==> config.mk <==
export PLATFORM = sky130hd
export DESIGN_NAME = let_dtm
export DESIGN_NICKNAME = d
export VERILOG_FILES = /design/src/rtl/let_dtm.sv
export SDC_FILE = /design/constraint.sdc
export NUM_CORES = 1
export LEC_CHECK = 0
export ABC_AREA = 1
export ABC_CLOCK_PERIOD_IN_PS = 2400
export BUFFER_PORTS_ARGS = -buffer_cell sky130_fd_sc_hd__buf_2
export CORE_UTILIZATION = 58
export DETAILED_ROUTE_END_ITERATION = 7
export HOLD_SLACK_MARGIN = 0.12
export PLACE_DENSITY = 0.77
export SYNTH_ARGS = -nofsm -noshare
export SYNTH_HDL_FRONTEND = slang
export SYNTH_SLANG_ARGS = --single-unit
==> constraint.sdc <==
create_clock -name clk -period 2.4 [get_ports clk]
set_input_delay 0.24 -clock clk [delete_from_list [all_inputs] [get_ports clk]]
set_output_delay 0.24 -clock clk [all_outputs]
set_load 0.005 [all_outputs]
==> src/rtl/let_dtm.sv <==
// rtl/let_dtm.sv - JTAG debug transport module bridging a 5-bit-IR TAP to a DMI bus
module let_dtm #(
    parameter int unsigned ABITS      = 7,
    parameter int unsigned IDLE       = 1,
    parameter logic [31:0] IDCODE_VAL = 32'h0000_0001
) (
    input  logic             clk,
    input  logic             rst,
    input  logic             tms,
    input  logic             tdi,
    output logic             tdo,
    output logic [31:0]      select_val,
    output logic             dmi_req_valid,
    input  logic             dmi_req_ready,
    output logic [1:0]       dmi_req_op,
    output logic [ABITS-1:0] dmi_req_addr,
    output logic [31:0]      dmi_req_wdata,
    input  logic             dmi_resp_valid,
    input  logic [31:0]      dmi_resp_rdata,
    input  logic             dmi_resp_err
);
    localparam int unsigned DRW = ABITS + 34;
    localparam int unsigned CW  = $clog2(DRW + 1);

    localparam logic [4:0] IR_IDCODE = 5'h01;
    localparam logic [4:0] IR_BTXCS  = 5'h10;
    localparam logic [4:0] IR_BTX    = 5'h11;
    localparam logic [4:0] IR_SELECT = 5'h12;

    typedef enum logic [3:0] {
        TLR, RTI, SEL_DR, CAP_DR, SHIFT_DR, EXIT1_DR, PAUSE_DR, EXIT2_DR, UPD_DR,
        SEL_IR, CAP_IR, SHIFT_IR, EXIT1_IR, PAUSE_IR, EXIT2_IR, UPD_IR
    } tap_e;

    typedef enum logic [1:0] {DMI_IDLE, DMI_REQ, DMI_WAIT} dmi_e;

    tap_e           tap_q, tap_d;
    dmi_e           dmi_q, dmi_d;
    logic [4:0]     ir_q, ir_sh_q;
    logic [DRW-1:0] dr_in_q, dr_out_q, cap_img;
    logic [CW-1:0]  cnt_q;
    logic [31:0]    select_q, rdata_q, rdata_d;
    logic [1:0]     status_q, status_d;
    logic [1:0]     op_q;
    logic [ABITS-1:0] addr_q;
    logic [31:0]    wdata_q;
    logic           btx_go, start;

    always_ff @(posedge clk) begin
        if (rst) tap_q <= TLR;
        else     tap_q <= tap_d;
    end

    always_comb begin
        tap_d = tap_q;
        case (tap_q)
            TLR:      tap_d = tms ? TLR      : RTI;
            RTI:      tap_d = tms ? SEL_DR   : RTI;
            SEL_DR:   tap_d = tms ? SEL_IR   : CAP_DR;
            CAP_DR:   tap_d = tms ? EXIT1_DR : SHIFT_DR;
            SHIFT_DR: tap_d = tms ? EXIT1_DR : SHIFT_DR;
            EXIT1_DR: tap_d = tms ? UPD_DR   : PAUSE_DR;
            PAUSE_DR: tap_d = tms ? EXIT2_DR : PAUSE_DR;
            EXIT2_DR: tap_d = tms ? UPD_DR   : SHIFT_DR;
            UPD_DR:   tap_d = tms ? SEL_DR   : RTI;
            SEL_IR:   tap_d = tms ? TLR      : CAP_IR;
            CAP_IR:   tap_d = tms ? EXIT1_IR : SHIFT_IR;
            SHIFT_IR: tap_d = tms ? EXIT1_IR : SHIFT_IR;
            EXIT1_IR: tap_d = tms ? UPD_IR   : PAUSE_IR;
            PAUSE_IR: tap_d = tms ? EXIT2_IR : PAUSE_IR;
            EXIT2_IR: tap_d = tms ? UPD_IR   : SHIFT_IR;
            UPD_IR:   tap_d = tms ? SEL_DR   : RTI;
            default:  tap_d = TLR;
        endcase
    end

    always_ff @(posedge clk) begin
        if (rst) begin
            ir_q    <= IR_IDCODE;
            ir_sh_q <= '0;
        end else begin
            case (tap_q)
                TLR:      ir_q    <= IR_IDCODE;
                CAP_IR:   ir_sh_q <= 5'b00001;
                SHIFT_IR: ir_sh_q <= {tdi, ir_sh_q[4:1]};
                UPD_IR:   ir_q    <= ir_sh_q;
                default:  ;
            endcase
        end
    end

    // Unlisted instruction codes fall through to an all-zero image, i.e. bypass.
    always_comb begin
        cap_img = '0;
        case (ir_q)
            IR_IDCODE: cap_img[31:0] = IDCODE_VAL;
            IR_BTXCS:  cap_img[14:0] = {3'(IDLE), status_q, 6'(ABITS), 4'd1};
            IR_BTX:    cap_img[33:0] = {rdata_q, status_q};
            IR_SELECT: cap_img[31:0] = select_q;
            default:   ;
        endcase
    end

    // DR bits are addressed by a counter so short shifts leave the tail at zero.
    always_ff @(posedge clk) begin
        if (rst) begin
            dr_in_q  <= '0;
            dr_out_q <= '0;
            cnt_q    <= '0;
            select_q <= '0;
        end else begin
            case (tap_q)
                CAP_DR: begin
                    dr_in_q  <= '0;
                    dr_out_q <= cap_img;
                    cnt_q    <= '0;
                end
                SHIFT_DR: begin
                    if (cnt_q < CW'(DRW)) begin
                        dr_in_q[cnt_q] <= tdi;
                        cnt_q          <= cnt_q + 1'b1;
                    end
                end
                UPD_DR: if (ir_q == IR_SELECT) select_q <= dr_in_q[31:0];
                default: ;
            endcase
        end
    end

    assign tdo = (tap_q == SHIFT_DR && cnt_q < CW'(DRW)) ? dr_out_q[cnt_q] : 1'b0;

    assign btx_go = (tap_q == UPD_DR) && (ir_q == IR_BTX) &&
                    (dr_in_q[1:0] == 2'd1 || dr_in_q[1:0] == 2'd2);

    // A response landing on the same edge as an update retires first, freeing the slot.
    always_comb begin
        dmi_d    = dmi_q;
        status_d = status_q;
        rdata_d  = rdata_q;
        start    = 1'b0;
        case (dmi_q)
            DMI_REQ:  if (dmi_req_ready) dmi_d = DMI_WAIT;
            DMI_WAIT: begin
                if (dmi_resp_valid) begin
                    dmi_d    = DMI_IDLE;
                    status_d = dmi_resp_err ? 2'd2 : 2'd0;
                    if (op_q == 2'd1) rdata_d = dmi_resp_rdata;
                end
            end
            default: ;
        endcase
        if (btx_go && dmi_d == DMI_IDLE) begin
            start    = 1'b1;
            dmi_d    = DMI_REQ;
            status_d = 2'd3;
        end
    end

    always_ff @(posedge clk) begin
        if (rst) begin
            dmi_q    <= DMI_IDLE;
            status_q <= '0;
            rdata_q  <= '0;
            op_q     <= '0;
            addr_q   <= '0;
            wdata_q  <= '0;
        end else begin
            dmi_q    <= dmi_d;
            status_q <= status_d;
            rdata_q  <= rdata_d;
            if (start) begin
                op_q    <= dr_in_q[1:0];
                addr_q  <= dr_in_q[ABITS+1:2];
                wdata_q <= dr_in_q[ABITS+33:ABITS+2];
            end
        end
    end

    assign dmi_req_valid = (dmi_q == DMI_REQ) && !rst;
    assign dmi_req_op    = op_q;
    assign dmi_req_addr  = addr_q;
    assign dmi_req_wdata = wdata_q;
    assign select_val    = select_q;

endmodule

# After elaboration in Yosys (flattened, before gate mapping)
# Cells that the tools add are included.
# word_totals
ff_bits,204
latch_bits,0
mem_bits_rw,0
rom_bits,0
wordCells,103
mem_count,0
# classes
add_sub_neg,1
mul,0
n_div,0
order_cmp,3
n_eq_ne,25
shift,0
muxes,37
bitwise,0
reduce_logical,23
# ops
op,count
case mux 41 bit (2 select lines),1
case mux 15 bit (4 select lines),1
case mux 4 bit (12 select lines),1
bitwise mux 41 bit,1
two-way mux 41 bit,1
case mux 17 bit (2 select lines),1
equality test 4 bit (second input constant),8
two-way mux 2 bit,10
case mux 5 bit (2 select lines),2
equality test 4 x 3 -> 1 bit (second input constant),4
two-way mux 4 bit,4
equality test 5 bit (second input constant),3
case mux 6 bit (2 select lines),1
nonzero test 2 bit,5
equality test 4 x 2 -> 1 bit (second input constant),2
two-way mux 1 bit,8
< comparator 6 x 7 -> 1 bit (second input constant),1
adder 6 x 1 -> 6 bit (second input constant),1
binary-select mux 1 bit (select 6 bit),1
demux 1 bit (select 6 bit),1
equality test 2 x 1 -> 1 bit (second input constant),3
greater-or-equal comparator 6 x 1 -> 1 bit (second input constant),1
logical AND 1 bit,6
< comparator 6 bit (second input constant),1
15 further kinds,21

# Longest topological paths before layout
# Gate-level depths: netlist of the first run.
# depth
word_depth,7
ltp_mapped,13
ltp_nobuf,11

# Worst setup path before layout of the first run
# No wires, ideal clock.
# synth_timing
path_type,reg2reg
startpoint,reg cnt_q[0]
endpoint,reg dr_in_q[17]
setup_ns,0.132
t_arrival_ns,1.534
required_time_ns,2.268
setup_slack_ns,0.734
path_stages_with_launch,13
n_path_buf,3
period_less_slack_ns,1.666
path_cell_list,dfxtp_1 buf_2 inv_2 buf_2 ha_1 nor2_1 nand2_1 nand3_2 nand2_4 inv_4 buf_6 o21ai_0 a21oi_1
# synth_between
elab_chain_cells,7
elab_cells_between_ends,11
# synth_rtl
element,line_no,source
from (decl),41,logic [CW-1:0] cnt_q;
from (signal assigned),121,cnt_q <= cnt_q + 1'b1;
< comparator 6 x 7 -> 1 bit (not written as such) or greater-or-equal comparator 6 x 1 -> 1 bit (tied branches),120,dr_in_q[cnt_q] <= tdi;
logical AND 1 bit (not written as such),120,
two-way mux 1 bit (not written as such),120,
demux 1 bit (select 6 bit),120,
bitwise mux 41 bit,120,
two-way mux 41 bit,119,if (cnt_q < CW'(DRW)) begin
case mux 41 bit (2 select lines),112,case (tap_q)
"to (signal, indexed assignment)",120,
to (decl),40,"logic [DRW-1:0] dr_in_q, dr_out_q, cap_img;"
# Several ways; a longest one is shown, not always the timed one. The select of a mux whose other input is x is not followed.
# A chain may end at the register's enable or synchronous reset.

# Worst setup path after layout of the first run
# layout_timing
startpoint,reg cnt_q[1]
endpoint,out tdo
# layout_between
elab_chain_cells,3
elab_cells_between_ends,5
# layout_rtl
element,line_no,source
binary-select mux 1 bit (select 6 bit) or < comparator 6 bit (tied branches),130,assign tdo = (tap_q == SHIFT_DR && cnt_q < CW'(DRW)) ? dr_out_q[cnt_q] : 1'b0;
two-way mux 1 bit (not written as such) or logical AND 1 bit (tied branches),130,
two-way mux 1 bit *,130,
to (decl),11,"output logic tdo,"
# Every way passes the cells marked *; elsewhere a longest branch is shown, timed or not. The select of a mux whose other input is x is not followed.

==> results.toml, run 1 <==
[status]
status = "finished, violations left"
violations = "DRC"

[grt]
grt_usage = 0.316
overflow = 0
use_met2 = 0.504
grt_pass1_wl_um = 40500
grt_antenna_before_repair = 0
grtUsageMet1 = 0.442
met3_usage = 0.0462
grt-busiest-layer = "met2"
grt_max_degree = 65
grt_pass1_vias = 8046

[timing]
rsz0062_at_grt = "false"
max_slew_margin = 0.313
fmax_ghz = 0.439
finalSetupViolations = 0
worst_pin_slew_ns = 1.03
slew_viol_final = 0
hold_viol = 0
fin_crit_sh = 0.949
period_minus_slack_ns = 2.28
worst_slack_ns = 0.122
tns_ns = 0
fin_skew_ns = 0.00836

[cts]
clk_latency_ns = 0.49
htree_levels = 1
cts_buffers = 21
cts_tree = "done"
clock-sinks = 204
ctsLongestPathBuffers = 3
root_buffer = "clkbuf_16"
cts.clk_slew.worst_paths_ns = 0.06

[power]
powerDensity_nw_per_um2 = 639
seq_power_share = 0.507
p_switching_mw = 1.40
max-vdd-ir-drop_uv = 557
p_sw_frac = 0.209
comb_power_share = 0.029
clkPwrFrac = 0.464
p_int_mw = 5.29
leakage_nw = 4.72

[drt]
wl_um = 25100
first_iter_violations = 954
num_vias = 8800
routedWlPerCell_um = 16.3
drc = 10
dr.pass1.iters = 8
antenna_left = 0
viasPerCell = 5.70

[worst_hold_path]
holdPathEnd = "status_q[0]"
holdCritPathClass = "primary input to flip-flop"
min_from = "dmi_resp_valid"
hold_depth = 4

[logic_synthesis]
yosysSeqAreaShare = 0.464
synth_cells = 1228
synth_compound_area_frac = 0.208
synthSimpleGateAreaFrac = 0.232
ys_types = 34
netlist_area_um2 = 8810
synth_top_family_by_area = "simple AND/OR/NAND/NOR gates"
syn_nets = 1271
avgSynthCellArea_um2 = 7.17
yosys.area_share.adder = 0.00568
ys_ff_latch = 204
synth_mux_area_frac = 0
yosys_warnings = 0
synthXorXnorAreaFrac = 0.00199

[final_layout]
drive_gt1_frac = 0.155
syn2layout_area_growth_pct = 19.0
layout_commonest_cell = "nor2_1"
final_cell_mix = "nor2_1, dfxtp_1, nand2_1, o21ai_0, a21oi_1"
fill_cells = 1202
antenna_cells = 0
nNetsFinal = 1389

[place]
gp_congestion = 0.936
dpl.hpwl_um = 16200
portBuffers = 113
place_ws_ns = 0.396

[critical_path]
start_kind = "flip-flop"
reg2reg_from = "dmi_q[0]"
cp.arrival_ns = 2.04
path_class = "flip-flop to output port"
required_ns = 2.16
reg2reg_depth = 10
end_kind = "output port"
path_max_fanout = 9
r2r-end = "dmi_req_wdata[25]"
r2r_setup_slack_ns = 0.33

[flow_run]
drv_cap = 0

[die]
start_util = 0.599
core_region_area_um2 = 14700
rows = 44
die_area_um2 = 15700
die_y_um = 125
ios = 114
die_x_um = 125
[area by class of cell]
class,count,area [um2],share of cell area
tap,184,230,0.0220
timing repair buffer,175,1170,0.112
multi-input combinational,842,3950,0.376
inverter,102,393,0.0375
clock inverter,4,20.0,0.00191
clock buffer,32,637,0.0608
sequential,204,4090,0.390
[layer usage]
| layer | share of wire | vias up |
|---|---|---|
| li1 | - | 4270 |
| met1 | 0.44 | 4071 |
| met2 | 0.44 | 399 |
| met3 | 0.084 | 60 |
| met4 | 0.030 | 0 |
| met5 | 0 | - |
[power by group through the flow]
stage / clock network, mW / logic, mW / registers (mW)
4_1_cts: 3.14 / 0.188 / 3.39
3_5_place_dp: 0 / 0.145 / 3.47
5_1_grt: 3.27 / 0.211 / 3.39
6_report: 3.11 / 0.194 / 3.39
3_3_place_gp: 0 / 0.144 / 3.47
2_1_floorplan: 0 / 0.0815 / 3.47
[cells in the mapped netlist]
cell type | number | share of area
ha_1 | 4 | 0.0057
clkbuf_1 | 41 | 0.017
a31oi_1 | 1 | 0.00071
inv_2 | 10 | 0.0043
dfxtp_1 | 204 | 0.46
xor2_1 | 1 | 0.00099
o22ai_1 | 3 | 0.0021
buf_2 | 26 | 0.015
o21ai_0 | 147 | 0.084
nor2_2 | 7 | 0.0050
a21oi_1 | 129 | 0.073
nand2_4 | 1 | 0.0013
a221oi_1 | 1 | 0.00099
or2_2 | 1 | 0.00071
nand3_1 | 20 | 0.011
nor2_1 | 215 | 0.092
inv_1 | 86 | 0.037
nand3_2 | 2 | 0.0023
a211oi_2 | 1 | 0.0014
o21ai_1 | 26 | 0.015
buf_4 | 2 | 0.0017
o211ai_1 | 36 | 0.031
buf_6 | 8 | 0.010
clkinv_1 | 5 | 0.0021
nand4_1 | 35 | 0.025
buf_1 | 2 | 0.00085
clkbuf_2 | 1 | 0.00057
nor2_4 | 1 | 0.0013
nand2_1 | 198 | 0.084
nor2_8 | 1 | 0.0023
inv_4 | 1 | 0.00071
xnor2_1 | 1 | 0.00099
nand2_2 | 4 | 0.0028
nor3_1 | 7 | 0.0040
[cells by family (layout without fill, tap and decap cells)]
kind of cell / Yosys count / count (layout)
flops: 204 / 204
fa+ha+maj: 4 / 4
xor+xnor: 2 / 2
compound gates: 344 / 344
buf+inv: 182 / 313
simple gates: 492 / 492
[flip-flops by register name (all words and copies together), names as in the netlist, 6 cells and up]
| signal | cells |
|---|---|
| select_val | 32 |
| dmi_req_wdata | 32 |
| rdata_q | 32 |
| dmi_req_addr | 7 |
| cnt_q | 6 |
| dr_out_q | 34 |
| dr_in_q | 41 |
[stage by stage]
step                      hold slack [ns]  cells  cell area, um2  utilization  power, mW
after floorplan                     0.375   1228            8810            -       3.55
after global placement              0.444   1472            9460        0.643       3.61
after detailed placement            0.442   1472            9460        0.643       3.61
after CTS                           0.127   1542           10500        0.712       6.72
after global routing                0.181   1543           10500        0.713       6.87
final                               0.150   1543           10500        0.713       6.69
[timing repair]
item | in CTS | in global routing
setup buffers | 0 | 1
endpoints found under the hold margin | 35 | 0
resized for setup | 4 | 6
pin swaps | 0 | 0
hold buffers | 34 | 0
endpoints found under the setup margin | 1 | 1
[worst max path at each step]
stage,startpoint,end,slack (ns),cells past startpoint
6_report,cnt_q[1],tdo,0.12,10
5_1_grt,cnt_q[0],tdo,0.01,12
3_5_place_dp,dmi_q[0],dmi_req_wdata[0],0.40,10
3_3_place_gp,dmi_q[0],dmi_req_wdata[26],0.40,10
4_1_cts,cnt_q[0],tdo,0.07,10
2_1_floorplan,cnt_q[0],dr_in_q[17],0.73,12
[worst max-delay path: stages (launching register included)]
cell	delay (ns)
dfxtp_2	0.37
nor2_2	0.23
nand2_1	0.16
clkinvlp_4	0.11
nand2_1	0.06
nor2_1	0.12
a21oi_1	0.07
nand2_1	0.07
nor2_1	0.05
nor2_2	0.16
buf_2	0.15
Note: power is estimated with default switching activity, not from simulation.
==> inputs of run 2 (changes only) <==
--- a/config.mk
+++ b/config.mk
@@ -12,6 +12,7 @@
 export DETAILED_ROUTE_END_ITERATION = 7
 export HOLD_SLACK_MARGIN = 0.12
 export PLACE_DENSITY = 0.77
+export REMOVE_ABC_BUFFERS = 1
 export SYNTH_ARGS = -nofsm -noshare
 export SYNTH_HDL_FRONTEND = slang
 export SYNTH_SLANG_ARGS = --single-unit
==> results.toml, run 2 (synthesis gave the netlist of run 1 again) <==
[power]
powerDensity_nw_per_um2 = 641
total_power_mw = 6.68
max-vdd-ir-drop_uv = 554
leakage_nw = 4.68

[critical_path]
end_kind = "output port"
slowest_stage = "dfxtp_4"
crit_chain = "inv_1 -> nor2_1 -> o21ai_0 -> o21ai_0 -> o21ai_0 -> nand2_1 -> nor2_1 -> nor2_1 -> buf_2"
path_class = "flip-flop to output port"
slowest_delay_ns = 0.41
cp.arrival_ns = 2.05
path_max_fanout = 9
required_ns = 2.16
start_kind = "flip-flop"

[drt]
dr.pass1.iters = 8
routedWlPerCell_um = 16.0
num_vias = 8674
viasPerCell = 5.63
drc = 6
wl_met2_um = 11300
wl_met3_um = 1820
antenna_left = 0
wl_met1_um = 10800
wl_um = 24700
dr.max_layer_used = "met4"
first_iter_violations = 814

[timing]
hold_viol = 0
worst_slack_ns = 0.115
hold_slack_ns = 0.140
rsz0062_at_grt = "false"
finalSetupViolations = 0
period_minus_slack_ns = 2.29
fmax_ghz = 0.438
max_slew_margin = 0.424
tns_ns = 0
worst_pin_slew_ns = 0.864
slew_viol_final = 0
fin_skew_ns = 0.0149
fin_crit_sh = 0.952

[cts]
ctsLongestPathBuffers = 3
cts_setup_buffers = 0
clk_latency_ns = 0.49
root_buffer = "clkbuf_16"
htree_levels = 1
cts_buffers = 21
cts.clk_slew.worst_paths_ns = 0.06
clock-sinks = 204
cts_tree = "done"

[final_layout]
final_cell_count_no_fill = 1540
nNetsFinal = 1389
largest_reg_flops = 41
drive_gt1_frac = 0.148
final_cell_mix = "nor2_1, dfxtp_1, nand2_1, o21ai_0, a21oi_1"
largestRegisters = "dr_in_q x41, dr_out_q x34"
antenna_cells = 0
layout_commonest_cell = "nor2_1"
syn2layout_area_growth_pct = 18.3
top_register = "dr_in_q"

[die]
rows = 44
die_area_um2 = 15700
die_x_um = 125
core_region_area_um2 = 14700
die_y_um = 125
ios = 114
start_util = 0.599

[flow_run]
drv_cap = 0

[place]
gp_congestion = 0.938
place_ws_ns = 0.400
portBuffers = 113
dpl.hpwl_um = 15800
dpl.cell_count = 1473

[status]
violations = "DRC"
status = "finished, violations left"

[grt]
grt_usage = 0.313
overflow = 0
grt_max_degree = 80
grt_pass1_vias = 7999
grt_antenna_before_repair = 0
grt_pass1_wl_um = 40100

[worst_hold_path]
holdCritPathClass = "primary input to flip-flop"
## run 2: changes by cell type in the layout (fill, tap and decap cells not counted), moves of 2 or more
| cell | previous run | this run |
|---|---|---|
| buf_4 | 23 | 27 |
| clkinv_1 | 3 | 5 |
| nor2_4 | 1 | 3 |
| clkinv_2 | 5 | 2 |
| clkbuf_1 | 4 | 6 |
| clkbuf_8 | 7 | 4 |
| nor2_2 | 10 | 6 |
| buf_12 | 4 | 1 |
| nor2_1 | 212 | 214 |
## run 2: final timing paths
path	startpoint	end	slack [ns]	cells past startpoint
worst max-delay path	cnt_q[2]	tdo	0.11	9
worst min-delay path	dmi_resp_valid	status_q[0]	0.14	4
worst max register to register	dmi_q[0]	dmi_req_wdata[3]	0.34	11
worst min register to register	rdata_q[7]	rdata_q[7]	0.46	2
## run 2: routing by layer
| layer | GRT usage | vias to the layer above |
|---|---|---|
| li1 | - | 4266 |
| met1 | 0.417 | 4006 |
| met2 | 0.510 | 348 |
| met3 | 0.0492 | 54 |
| met4 | 0.121 | 0 |
| met5 | 0 | - |
## run 2: report_power, final
group          switching (mW)  internal [mW]  leakage, nW  total (mW)
Combinational           0.106         0.0798         2.73       0.186
Clock                    1.28           1.83        0.313        3.11
Sequential            0.00307           3.39         1.64        3.39
Total                    1.39           5.29         4.68        6.68
## run 2: per-stage QoR
stage | util | area (um2)
after floorplan | - | 8410
after global placement | 0.641 | 9430
after detailed placement | 0.641 | 9430
after CTS | 0.708 | 10400
after global routing | 0.709 | 10400
final | 0.709 | 10400
## run 2: area by class of cell
cell class,instances,area (um2)
Fill cell,1255,4280
Sequential cell,204,4090
Multi-Input combinational cell,842,3950
Timing Repair Buffer,175,1130
Clock buffer,31,603
Inverter,102,387
Tap cell,184,230
Clock inverter,2,35.0
## run 2: timing repair
action / 4_1_cts / 5_1_grt
hold endpoints to repair: 35 / 0
endpoints found under the setup margin: 1 / 1
gates resized for setup: 2 / 4
hold buffers: 34 / 0
## run 2: critical path, delay by kind of cell (launching register included)
kind / cells / cell delay (ns)
compound gates: 3 / 0.46
buf+inv: 2 / 0.26
flops: 1 / 0.41
simple gates: 4 / 0.41
